<file path="src/rtl/fetch_stage_pkg.sv">
// rtl/fetch_stage_pkg.sv - shared opcode/funct constants, class codes and types for the fetch stage
//
// Purpose: single source for the instruction encoding the pre-decoder
// recognises, the 4-bit class codes handed to decode, the fetch FSM state
// type and the packed entry type held by the ID slot and the skid buffer.
// Ports: none (package).

package fetch_stage_pkg;

  // Primary opcodes, instr[31:26]
  localparam logic [5:0] OP_SPECIAL = 6'h00;
  localparam logic [5:0] OP_JAL     = 6'h03;
  localparam logic [5:0] OP_BEQ     = 6'h04;
  localparam logic [5:0] OP_ORI     = 6'h0D;
  localparam logic [5:0] OP_LUI     = 6'h0F;
  localparam logic [5:0] OP_LW      = 6'h23;
  localparam logic [5:0] OP_SW      = 6'h2B;

  // SPECIAL function codes, instr[5:0]
  localparam logic [5:0] FN_SLL  = 6'h00;
  localparam logic [5:0] FN_JR   = 6'h08;
  localparam logic [5:0] FN_ADDU = 6'h21;
  localparam logic [5:0] FN_SUBU = 6'h23;

  // Instruction class codes presented on id_class
  localparam logic [3:0] CLS_ADDU    = 4'h0;
  localparam logic [3:0] CLS_SUBU    = 4'h1;
  localparam logic [3:0] CLS_ORI     = 4'h2;
  localparam logic [3:0] CLS_LW      = 4'h3;
  localparam logic [3:0] CLS_SW      = 4'h4;
  localparam logic [3:0] CLS_BEQ     = 4'h5;
  localparam logic [3:0] CLS_LUI     = 4'h6;
  localparam logic [3:0] CLS_JAL     = 4'h7;
  localparam logic [3:0] CLS_JR      = 4'h8;
  localparam logic [3:0] CLS_SLL     = 4'h9;
  localparam logic [3:0] CLS_ILLEGAL = 4'hF;

  // IDLE: nothing outstanding; WAIT: read outstanding and wanted;
  // DROP: read outstanding but made stale by a redirect.
  typedef enum logic [1:0] {
    ST_IDLE = 2'd0,
    ST_WAIT = 2'd1,
    ST_DROP = 2'd2
  } fetch_state_e;

  typedef struct packed {
    logic [31:0] instr;
    logic [31:0] pc;
    logic [3:0]  cls;
  } fetch_entry_t;

  localparam fetch_entry_t ENTRY_RESET = '{instr: 32'h0, pc: 32'h0, cls: CLS_ILLEGAL};

  // Instruction fetches are word aligned; the low two address bits are dropped.
  function automatic logic [31:0] align_word(input logic [31:0] addr);
    return {addr[31:2], 2'b00};
  endfunction

endpackage

</file>
<file path="src/rtl/fetch_stage_classify.sv">
// rtl/fetch_stage_classify.sv - combinational pre-decode of one instruction word into its class code
//
// Purpose: maps opcode[31:26] / funct[5:0] onto the 4-bit class code;
// every encoding not listed is ILLEGAL.
// Ports:
//   word  in  32  instruction word
//   cls   out 4   class code

module instr_classify
  import fetch_stage_pkg::*;
(
  input  logic [31:0] word,
  output logic [3:0]  cls
);

  logic [5:0] opcode;
  logic [5:0] funct;
  logic       unused_fields;

  assign opcode        = word[31:26];
  assign funct         = word[5:0];
  // Register/immediate fields play no part in classification.
  assign unused_fields = ^word[25:6];

  always_comb begin
    cls = CLS_ILLEGAL;
    case (opcode)
      OP_SPECIAL: begin
        case (funct)
          FN_ADDU: cls = CLS_ADDU;
          FN_SUBU: cls = CLS_SUBU;
          FN_SLL:  cls = CLS_SLL;   // all-zero nop lands here
          FN_JR:   cls = CLS_JR;
          default: cls = CLS_ILLEGAL;
        endcase
      end
      OP_ORI:  cls = CLS_ORI;
      OP_LW:   cls = CLS_LW;
      OP_SW:   cls = CLS_SW;
      OP_BEQ:  cls = CLS_BEQ;
      OP_LUI:  cls = CLS_LUI;
      OP_JAL:  cls = CLS_JAL;
      default: cls = CLS_ILLEGAL;
    endcase
  end

endmodule

</file>
<file path="src/rtl/fetch_stage.sv">
// rtl/fetch_stage.sv - instruction fetch and pre-decode stage with PC, imem handshake, skid buffer and ID slot
//
// Purpose: owns the PC, issues word reads over imem_req/imem_ack, classifies
// each returned word and presents {instr, pc, class} to decode through a
// valid/ready slot backed by a one-entry skid buffer. Redirects override
// everything; a read already in flight when a redirect lands is drained and
// thrown away (DROP state).
// Optional feature macro: FETCH_PERF_EN adds fetch/stall performance counters.
// Ports:
//   clk             in   1      rising-edge clock
//   reset_n         in   1      asynchronous active-low reset
//   imem_req        out  1      fetch request, held until imem_ack
//   imem_addr       out  32     word address of the request
//   imem_ack        in   1      read data valid this cycle
//   imem_rdata      in   32     instruction word
//   redirect_valid  in   1      taken branch/jump
//   redirect_pc     in   32     redirect target (low two bits ignored)
//   id_ready        in   1      decode consumes the slot this cycle
//   id_valid        out  1      slot holds an instruction
//   id_instr        out  32     slot instruction word
//   id_pc           out  32     slot instruction address
//   id_class        out  4      slot class code
//   perf_fetch_cnt  out  CNT_W  words accepted (FETCH_PERF_EN only)
//   perf_stall_cnt  out  CNT_W  cycles with id_valid && !id_ready (FETCH_PERF_EN only)

module fetch_stage
  import fetch_stage_pkg::*;
#(
  parameter logic [31:0] RESET_PC = 32'h0000_3000,
  parameter int          CNT_W    = 32
) (
  input  logic              clk,
  input  logic              reset_n,
  output logic              imem_req,
  output logic [31:0]       imem_addr,
  input  logic              imem_ack,
  input  logic [31:0]       imem_rdata,
  input  logic              redirect_valid,
  input  logic [31:0]       redirect_pc,
  input  logic              id_ready,
  output logic              id_valid,
  output logic [31:0]       id_instr,
  output logic [31:0]       id_pc,
  output logic [3:0]        id_class
`ifdef FETCH_PERF_EN
  ,
  output logic [CNT_W-1:0]  perf_fetch_cnt,
  output logic [CNT_W-1:0]  perf_stall_cnt
`endif
);

  fetch_state_e state_q, state_d;
  logic [31:0]  pc_q, pc_d;
  logic [31:0]  req_addr_q, req_addr_d;
  fetch_entry_t slot_q, slot_d;
  logic         slot_valid_q, slot_valid_d;
  fetch_entry_t skid_q, skid_d;
  logic         skid_valid_q, skid_valid_d;

  logic [3:0]   rdata_cls;
  logic [31:0]  fetch_pc;
  fetch_entry_t new_entry;
  logic         capture;
  logic         slot_free;
  logic         req_raw;

  instr_classify u_classify (
    .word (imem_rdata),
    .cls  (rdata_cls)
  );

  always_comb begin
    state_d      = state_q;
    pc_d         = pc_q;
    req_addr_d   = req_addr_q;
    slot_d       = slot_q;
    slot_valid_d = slot_valid_q;
    skid_d       = skid_q;
    skid_valid_d = skid_valid_q;
    req_raw      = 1'b0;
    imem_addr    = req_addr_q;
    capture      = 1'b0;
    // In WAIT pc_q still equals req_addr_q; only DROP lets them diverge.
    fetch_pc     = (state_q == ST_IDLE) ? pc_q : req_addr_q;

    case (state_q)
      ST_IDLE: begin
        imem_addr = pc_q;
        // A full skid buffer means the slot is blocked too: stop fetching.
        if (!skid_valid_q && !redirect_valid) begin
          req_raw = 1'b1;
          if (imem_ack) begin
            capture = 1'b1;
          end else begin
            state_d    = ST_WAIT;
            req_addr_d = pc_q;
          end
        end
      end
      ST_WAIT: begin
        req_raw = 1'b1;
        if (imem_ack) begin
          state_d = ST_IDLE;
          capture = !redirect_valid;
        end else if (redirect_valid) begin
          state_d = ST_DROP;
        end
      end
      ST_DROP: begin
        req_raw = 1'b1;
        if (imem_ack) begin
          state_d = ST_IDLE;
        end
      end
      default: begin
        state_d = ST_IDLE;
      end
    endcase

    new_entry = '{instr: imem_rdata, pc: fetch_pc, cls: rdata_cls};
    if (capture) begin
      pc_d = fetch_pc + 32'd4;
    end

    slot_free = !slot_valid_q || id_ready;

    if (redirect_valid) begin
      // Slot and skid are flushed; a consuming id_ready this cycle still
      // counts as having taken the slot.
      pc_d         = align_word(redirect_pc);
      slot_valid_d = 1'b0;
      skid_valid_d = 1'b0;
    end else if (slot_free) begin
      if (skid_valid_q) begin
        // Older skid word goes first; a same-cycle capture backfills the skid.
        slot_d       = skid_q;
        slot_valid_d = 1'b1;
        skid_valid_d = capture;
        if (capture) begin
          skid_d = new_entry;
        end
      end else if (capture) begin
        slot_d       = new_entry;
        slot_valid_d = 1'b1;
      end else begin
        slot_valid_d = 1'b0;
      end
    end else if (capture) begin
      skid_d       = new_entry;
      skid_valid_d = 1'b1;
    end

    imem_req = req_raw && reset_n;
  end

  always_ff @(posedge clk or negedge reset_n) begin
    if (!reset_n) begin
      state_q      <= ST_IDLE;
      pc_q         <= RESET_PC;
      req_addr_q   <= RESET_PC;
      slot_q       <= ENTRY_RESET;
      slot_valid_q <= 1'b0;
      skid_q       <= ENTRY_RESET;
      skid_valid_q <= 1'b0;
    end else begin
      state_q      <= state_d;
      pc_q         <= pc_d;
      req_addr_q   <= req_addr_d;
      slot_q       <= slot_d;
      slot_valid_q <= slot_valid_d;
      skid_q       <= skid_d;
      skid_valid_q <= skid_valid_d;
    end
  end

  assign id_valid = slot_valid_q;
  assign id_instr = slot_q.instr;
  assign id_pc    = slot_q.pc;
  assign id_class = slot_q.cls;

`ifdef FETCH_PERF_EN
  logic [CNT_W-1:0] perf_fetch_cnt_q, perf_fetch_cnt_d;
  logic [CNT_W-1:0] perf_stall_cnt_q, perf_stall_cnt_d;

  always_comb begin
    perf_fetch_cnt_d = perf_fetch_cnt_q;
    perf_stall_cnt_d = perf_stall_cnt_q;
    if (capture) begin
      perf_fetch_cnt_d = perf_fetch_cnt_q + CNT_W'(1);
    end
    if (slot_valid_q && !id_ready) begin
      perf_stall_cnt_d = perf_stall_cnt_q + CNT_W'(1);
    end
  end

  always_ff @(posedge clk or negedge reset_n) begin
    if (!reset_n) begin
      perf_fetch_cnt_q <= '0;
      perf_stall_cnt_q <= '0;
    end else begin
      perf_fetch_cnt_q <= perf_fetch_cnt_d;
      perf_stall_cnt_q <= perf_stall_cnt_d;
    end
  end

  assign perf_fetch_cnt = perf_fetch_cnt_q;
  assign perf_stall_cnt = perf_stall_cnt_q;
`else
  // Counter width only matters when the counters exist.
  localparam int unused_cnt_w = CNT_W;
`endif

endmodule

</file>
<file path="config.mk">
export PLATFORM = sky130hd
export DESIGN_NAME = fetch_stage
export DESIGN_NICKNAME = d
export VERILOG_FILES = /design/src/rtl/fetch_stage_pkg.sv /design/src/rtl/fetch_stage_classify.sv /design/src/rtl/fetch_stage.sv
export SDC_FILE = /design/constraint.sdc
export NUM_CORES = 1
export LEC_CHECK = 0
export CORE_MARGIN = 2
export CORE_UTILIZATION = 59
export CTS_BUF_LIST = sky130_fd_sc_hd__clkbuf_4
export DETAILED_ROUTE_END_ITERATION = 6
export MAX_ROUTING_LAYER = met4
export PLACE_DENSITY = 0.91
export SLEW_MARGIN = 0
export SYNTH_ARGS = -nofsm -noshare
export SYNTH_HDL_FRONTEND = slang
export SYNTH_SLANG_ARGS = --single-unit
export TNS_END_PERCENT = 50
</file>
<file path="constraint.sdc">
create_clock -name clk -period 4.84 [get_ports clk]
set_clock_uncertainty 0.2 [all_clocks]
set_input_delay 0.968 -clock clk [delete_from_list [all_inputs] [get_ports clk]]
set_output_delay 0.968 -clock clk [all_outputs]
set_load 0.01 [all_outputs]
</file>
==> flow_metrics.tcl, run 1 <==
set metrics [dict create \
    status "finished, final reports clean" \
    p_clk_share_pct 18.1 \
    p_leak_uw 0.00538 \
    slew-limit-headroom_pct 36.4 \
    nets 1218 \
    critical_path_class "reg2out" \
    avgViaCountPerCell 5.68 \
    synth-edff-count 0 \
    wl_met2_um 12100 \
    synth_ff_type "dfrtp_1" \
    grt_pass1_wl_um 39200 \
    critPathRequiredTime_ps 3670 \
    cts_resized 0 \
    syn_inst 973 \
    post_cts_buffers 0 \
    firstDrtPassIters 6 \
    power_density_nw_per_um2 627 \
    syn-num-nets 1047 \
    portBuffers 168 \
    layout_min_cycle_time_ps 4470 \
    slowest_delay_ps 630 \
    finalHoldViolations 0 \
    p_sw_uw 2830 \
    final_area_sq_um 12300 \
    start_kind "register" \
    track_usage_pct 28.3 \
    met1Wirelength_um 10100 \
    wl_per_cell_um 17.1 \
    power_frac_seq_pct 39.0 \
    rsz0062_at_grt "false" \
    grt_overflow_total 0 \
    clk_latency_ps 660 \
    crit_arrival_ps 3300 \
    yosysSeqAreaShare_pct 52.3 \
    hp-class "reg2reg" \
    routed_wl_um 24000 \
    grt_max_degree 72 \
    area.growth.synth_to_final_pct 25.4 \
    crit_path_max_fanout 44 \
    grt_pass1_vias 7973 \
    syn_area_sq_um 9780 \
    peakVddDrop_uv 438 \
    highest_layer "met4" \
    max_cap_violations 0 \
    netlist_top_cells_area "dfrtp_1 49%, mux2_2 7.9%, mux2i_1 6.5%" \
    drtIter0Drc 551 \
    ys_seq_elements 204 \
    p_sw_share_pct 36.8 \
    p_int_uw 4860 \
    htreeDepth 2 \
    async_reset_ff_share_pct 100 \
    drc 0 \
    synth_top_area_cell "dfrtp_1" \
    slew_viol_final 0 \
    io_pins 171 \
    hold_slack_ps 278 \
    cts-buffers-inserted 50 \
    vias 7968 \
    clk_path_buf_depth 3 \
    worst_slew_pin_slew_ps 954 \
    cp_cell_sequence "inv_1 -> ha_2 -> buf_12 -> mux2i_1 -> inv_1 -> clkdlybuf4s50_1" \
    endpoint_kind "primary output" \
    die_w_um 133 \
    fin_crit_sh_pct 92.4 \
    synthDominantCellAreaShare_pct 49.1 \
    dr_wl_met3_um 1100 \
    synthDistinctLibCells 57 \
    clock-root-buffer "clkbuf_4" \
    cts_tree "done" \
    dieArea_sq_um 17600 \
    drive_above_1_share_pct 15.6 \
    drtAntennaViolNets 0 \
    path_buf_inv 4 \
    die_h_um 133 \
    yosys_warnings 0 \
    gp_congestion 0.927 \
    crit_family "buffers and inverters" \
    cts.sinks 204 \
    tns_ps 0 \
    rows 47 \
    path_clk_slew_ps 70 \
    finalPower_uw 7690 \
    setup_viol 0 \
    placed_area_sq_um 11600 \
    crit_slowest_cell "mux2i_1" \
    fmax_ghz 0.224 \
    coreArea_sq_um 16400 \
    start_util_pct 59.6 \
    antenna_found_initial 1 \
    dpl.hpwl_um 16200 \
    power_frac_comb_pct 42.9 \
    synth.avg_cell_area_sq_um 10.1 \
    crit_top_cell "inv_1" \
]
## logic make-up (layout without fill, tap and decap cells)
group,Yosys count,count (layout),synth area share [%]
muxes,133,133,14.5
DFF,204,204,52.3
and+or+nand+nor,278,278,12.9
xor gates and xnor gates,21,21,1.88
AOI/OAI and AO/OA,234,234,13.7
buffers and inverters,98,306,4.08
adders and majority gates,5,5,0.640
other,0,1,0
## per-layer routing
| layer | vias to the layer above | track usage, % |
|---|---|---|
| met3 | 55 | 4.64 |
| met4 | 0 | 12.8 |
| li1 | 3762 | - |
| met1 | 3902 | 35.2 |
| met2 | 249 | 45.7 |
| met5 | - | - |
## worst paths after layout
| check | slack (ps) | end | start | cells after the start |
|---|---|---|---|---|
| setup reg to reg | 1080 | skid_q[29] | state_q[0] | 9 |
| hold reg to reg | 280 | id_pc[6] | id_pc[6] | 2 |
| setup / recovery | 370 | imem_addr[14] | state_q[0] | 6 |
| hold / removal | 280 | id_pc[6] | id_pc[6] | 2 |
| max in group asynchronous | 2210 | id_instr[2] | reset_n | 4 |
| min in group asynchronous | 590 | skid_q[9] | reset_n | 2 |
## timing repair
action / 4_1_cts / 5_1_grt
endpoints found under the setup margin: 0 / 0
hold buffers: 1 / 0
hold endpoints to repair: 3 / 0
## worst reg2reg max path, cell delays in order, from the launching register on
cell	delay (ps)
dfrtp_1	430
inv_1	130
ha_2	570
buf_12	320
nor2b_1	250
o21a_1	550
nand2_1	220
nor2_4	190
buf_12	310
mux2_2	440
## cell usage in the layout (no fill, tap or decap), types with 3 or more instances in the layout
cell type / n
dfrtp_1: 191
clkdlybuf4s50_1: 166
nand2_1: 118
a21oi_1: 92
o21ai_0: 89
nor2_1: 85
clkbuf_4: 76
mux2_2: 69
mux2i_1: 64
inv_1: 34
xnor2_1: 19
nand3_1: 16
clkinv_1: 12
dfstp_2: 12
buf_4: 11
o221ai_1: 10
nor3_1: 9
nand3b_1: 7
a22oi_1: 7
nand4_1: 7
and3_1: 7
nor2b_1: 5
o21a_1: 5
o31ai_1: 5
nand4b_1: 4
or3_1: 4
ha_1: 4
and2_1: 3
nand2b_1: 3
o31a_1: 3
buf_12: 3
## cell usage after synthesis (all sizes together), types with 2 or more instances
cell / count
buf: 28
xor2: 2
nand2b: 3
o221ai: 11
nor2: 86
nor3: 10
o21ai: 92
or3: 4
a211oi: 3
o31ai: 5
mux2i: 64
nor4: 2
and2: 3
nand4b: 5
and3: 7
dfstp: 12
nand2: 118
clkbuf: 36
nor2b: 5
nand4: 7
o211ai: 2
o31a: 3
a22oi: 7
inv: 34
a31oi: 2
dfrtp: 192
a22o: 2
o21a: 5
xnor2: 19
nand3: 16
ha: 5
mux2: 69
nor3b: 2
nand3b: 7
a21oi: 92
## state kept, by name (all words and copies together) (netlist names)
register	cells
id_class	4
id_instr	32
id_pc	32
id_valid	1
pc_q	32
req_addr_q	32
skid_q	68
skid_valid_q	1
state_q	2
## layout make-up
type,instances,area (sq um)
inverters,34,128
diodes,1,2.50
fillers,1135,4140
well taps,220,275
flip-flops and latches,204,5120
clock inverters,13,50.0
repair buffers,183,1830
clock buffers,76,571
multi-input cells,671,4290
## power groups by stage
stage                     combinational (uW)  clock (uW)  sequential, uW
after global routing                    3590        1520            3090
after detailed placement                3300           0            3010
after global placement                  3190           0            2960
final                                   3300        1390            3000
after floorplan                         1790           0            3010
after CTS                               3320        1430            2990
## through the flow
step           setup slack [ps]  utilization (%)  instances
5_1_grt                     195             74.8       1402
3_5_place_dp               1040             70.9       1311
3_3_place_gp               1100             70.9       1311
6_report                    369             74.8       1402
2_1_floorplan              1450                -        973
4_1_cts                     328             74.8       1401
Note: power is estimated with default switching activity, not from simulation.
==> inputs of run 2 (changes only) <==
- CORE_UTILIZATION: 59 -> 55
- MAX_ROUTING_LAYER: met4 -> not set
- PLACE_DENSITY: 0.91 -> 0.86
- clock period: 4.84 -> 5.05 ns (I/O delays scaled with it)
==> flow_metrics.tcl, run 2 (synthesized netlist as in run 1, its figures left out) <==
set metrics [dict create \
    dieArea_sq_um 18900 \
    hold_slack_ps 104 \
    cts-buffers-inserted 53 \
    crit_family "buffers and inverters" \
    power_density_nw_per_um2 604 \
    cp_cell_sequence "inv_1 -> ha_2 -> buf_4 -> mux2i_1 -> inv_1 -> clkdlybuf4s50_1" \
    endpoint_kind "primary output" \
    grt_overflow_total 0 \
    layout_min_cycle_time_ps 4720 \
    io_pins 171 \
    crit_arrival_ps 3510 \
    p_leak_uw 0.00542 \
    portBuffers 168 \
    largest_register_ffs 68 \
    die_w_um 137 \
    cts_hold_buffers 0 \
    mostFrequentLayoutCells "191 x dfrtp_1, 166 x clkdlybuf4s50_1, 118 x nand2_1" \
    rows 48 \
    coreArea_sq_um 17400 \
    finalHoldViolations 0 \
    crit_slowest_cell "ha_2" \
    start_kind "register" \
    post_cts_buffers 0 \
    slowest_delay_ps 770 \
    vias 8190 \
    start_util_pct 56.4 \
    rsz0062_at_grt "false" \
    routed_wl_um 24800 \
    slew-limit-headroom_pct 27.3 \
    grt_pass1_vias 8151 \
    track_usage_pct 26.5 \
    critical_path_class "reg2out" \
    path_buf_inv 4 \
    dpl.hpwl_um 16700 \
    clk_latency_ps 670 \
    antenna_found_initial 1 \
    nets 1226 \
    cts_tree "done" \
    fill_cells 1289 \
    crit_top_cell "inv_1" \
    worst_slew_pin_slew_ps 1090 \
    gp_congestion 0.889 \
    tns_ps 0 \
    largest-register "skid_q" \
    multi_input_comb_area_sq_um 4300 \
    status "finished, final reports clean" \
    cts_resized 0 \
    area.growth.synth_to_final_pct 26.2 \
    register_area_sq_um 5120 \
    die_h_um 137 \
    fin_crit_sh_pct 93.5 \
    placed_cells 1322 \
    hp-class "in2async" \
    grt_pass1_wl_um 39600 \
    finalCoreUtilization_pct 71.1 \
    setup_viol 0 \
    path_clk_slew_ps 70 \
    avgViaCountPerCell 5.80 \
    firstDrtPassIters 7 \
    critPathRequiredTime_ps 3840 \
    drive_above_1_share_pct 16.7 \
    crit_path_max_fanout 36 \
    slew_viol_final 0 \
    cts.sinks 204 \
    final_cells 1412 \
    max_cap_violations 0 \
    finalPower_uw 7460 \
    grt_max_degree 81 \
    drtAntennaViolNets 0 \
    clock-root-buffer "clkbuf_4" \
    final_common_cell "dfrtp_1" \
    drc 0 \
    peakVddDrop_uv 342 \
    htreeDepth 2 \
    wl_per_cell_um 17.5 \
    fmax_ghz 0.212 \
    drtIter0Drc 617 \
    clk_path_buf_depth 3 \
]
run 2: changes by cell type in the layout (fill, tap and decap cells not counted), sizes merged:
cell,previous run,this run
inv,34,35
clkinv,13,4
clkbuf,77,85
dlygate4sd3,1,0
buf,15,21
run 2: worst reg2reg max path: cells and delay by family (launching register included):
family / cells / cell delay [ps]
and+or+nand+nor: 2 / 860
DFF: 1 / 420
xor gates and xnor gates: 1 / 190
AOI/OAI and AO/OA: 2 / 490
adders and majority gates: 2 / 960
muxes: 1 / 350
buffers and inverters: 3 / 380
run 2: routing by layer:
layer	GRT usage [%]	vias up	routed length, um	part of all wire (%)
met1	32.3	3991	9780	39
met5	0	-	0	0
met3	5.30	74	1640	6.6
li1	-	3784	-	-
met4	13.3	0	936	3.8
met2	44.7	341	12400	50
run 2: where the power goes:
group	internal [uW]	switching (uW)
Combinational	1590	1600
Clock	742	655
Sequential	2390	477
run 2: area by class of cell:
type / instances / area share, %
diodes: 1 / 0.0203
clock buffers: 84 / 5.11
clock inverters: 5 / 0.152
inverters: 34 / 1.03
multi-input cells: 671 / 34.8
flip-flops and latches: 204 / 41.5
well taps: 225 / 2.28
repair buffers: 188 / 15.1
run 2: through the flow:
| step | setup WS (ps) | area (sq um) |
|---|---|---|
| 2_1_floorplan | 1660 | 9780 |
| 3_3_place_gp | 1130 | 11700 |
| 3_5_place_dp | 1060 | 11700 |
| 4_1_cts | 333 | 12300 |
| 5_1_grt | 210 | 12300 |
| 6_report | 327 | 12300 |
run 2: final timing paths:
check	start	endpoint	slack (ps)	depth (start not counted)
min in group clk	id_instr[25]	id_instr[25]	280	2
max reg2reg	state_q[0]	pc_q[30]	1080	11
max	state_q[0]	imem_addr[18]	330	6
min reg2reg	id_instr[25]	id_instr[25]	280	2
max in group asynchronous	reset_n	id_instr[12]	3120	2
min	reset_n	pc_q[18]	100	1
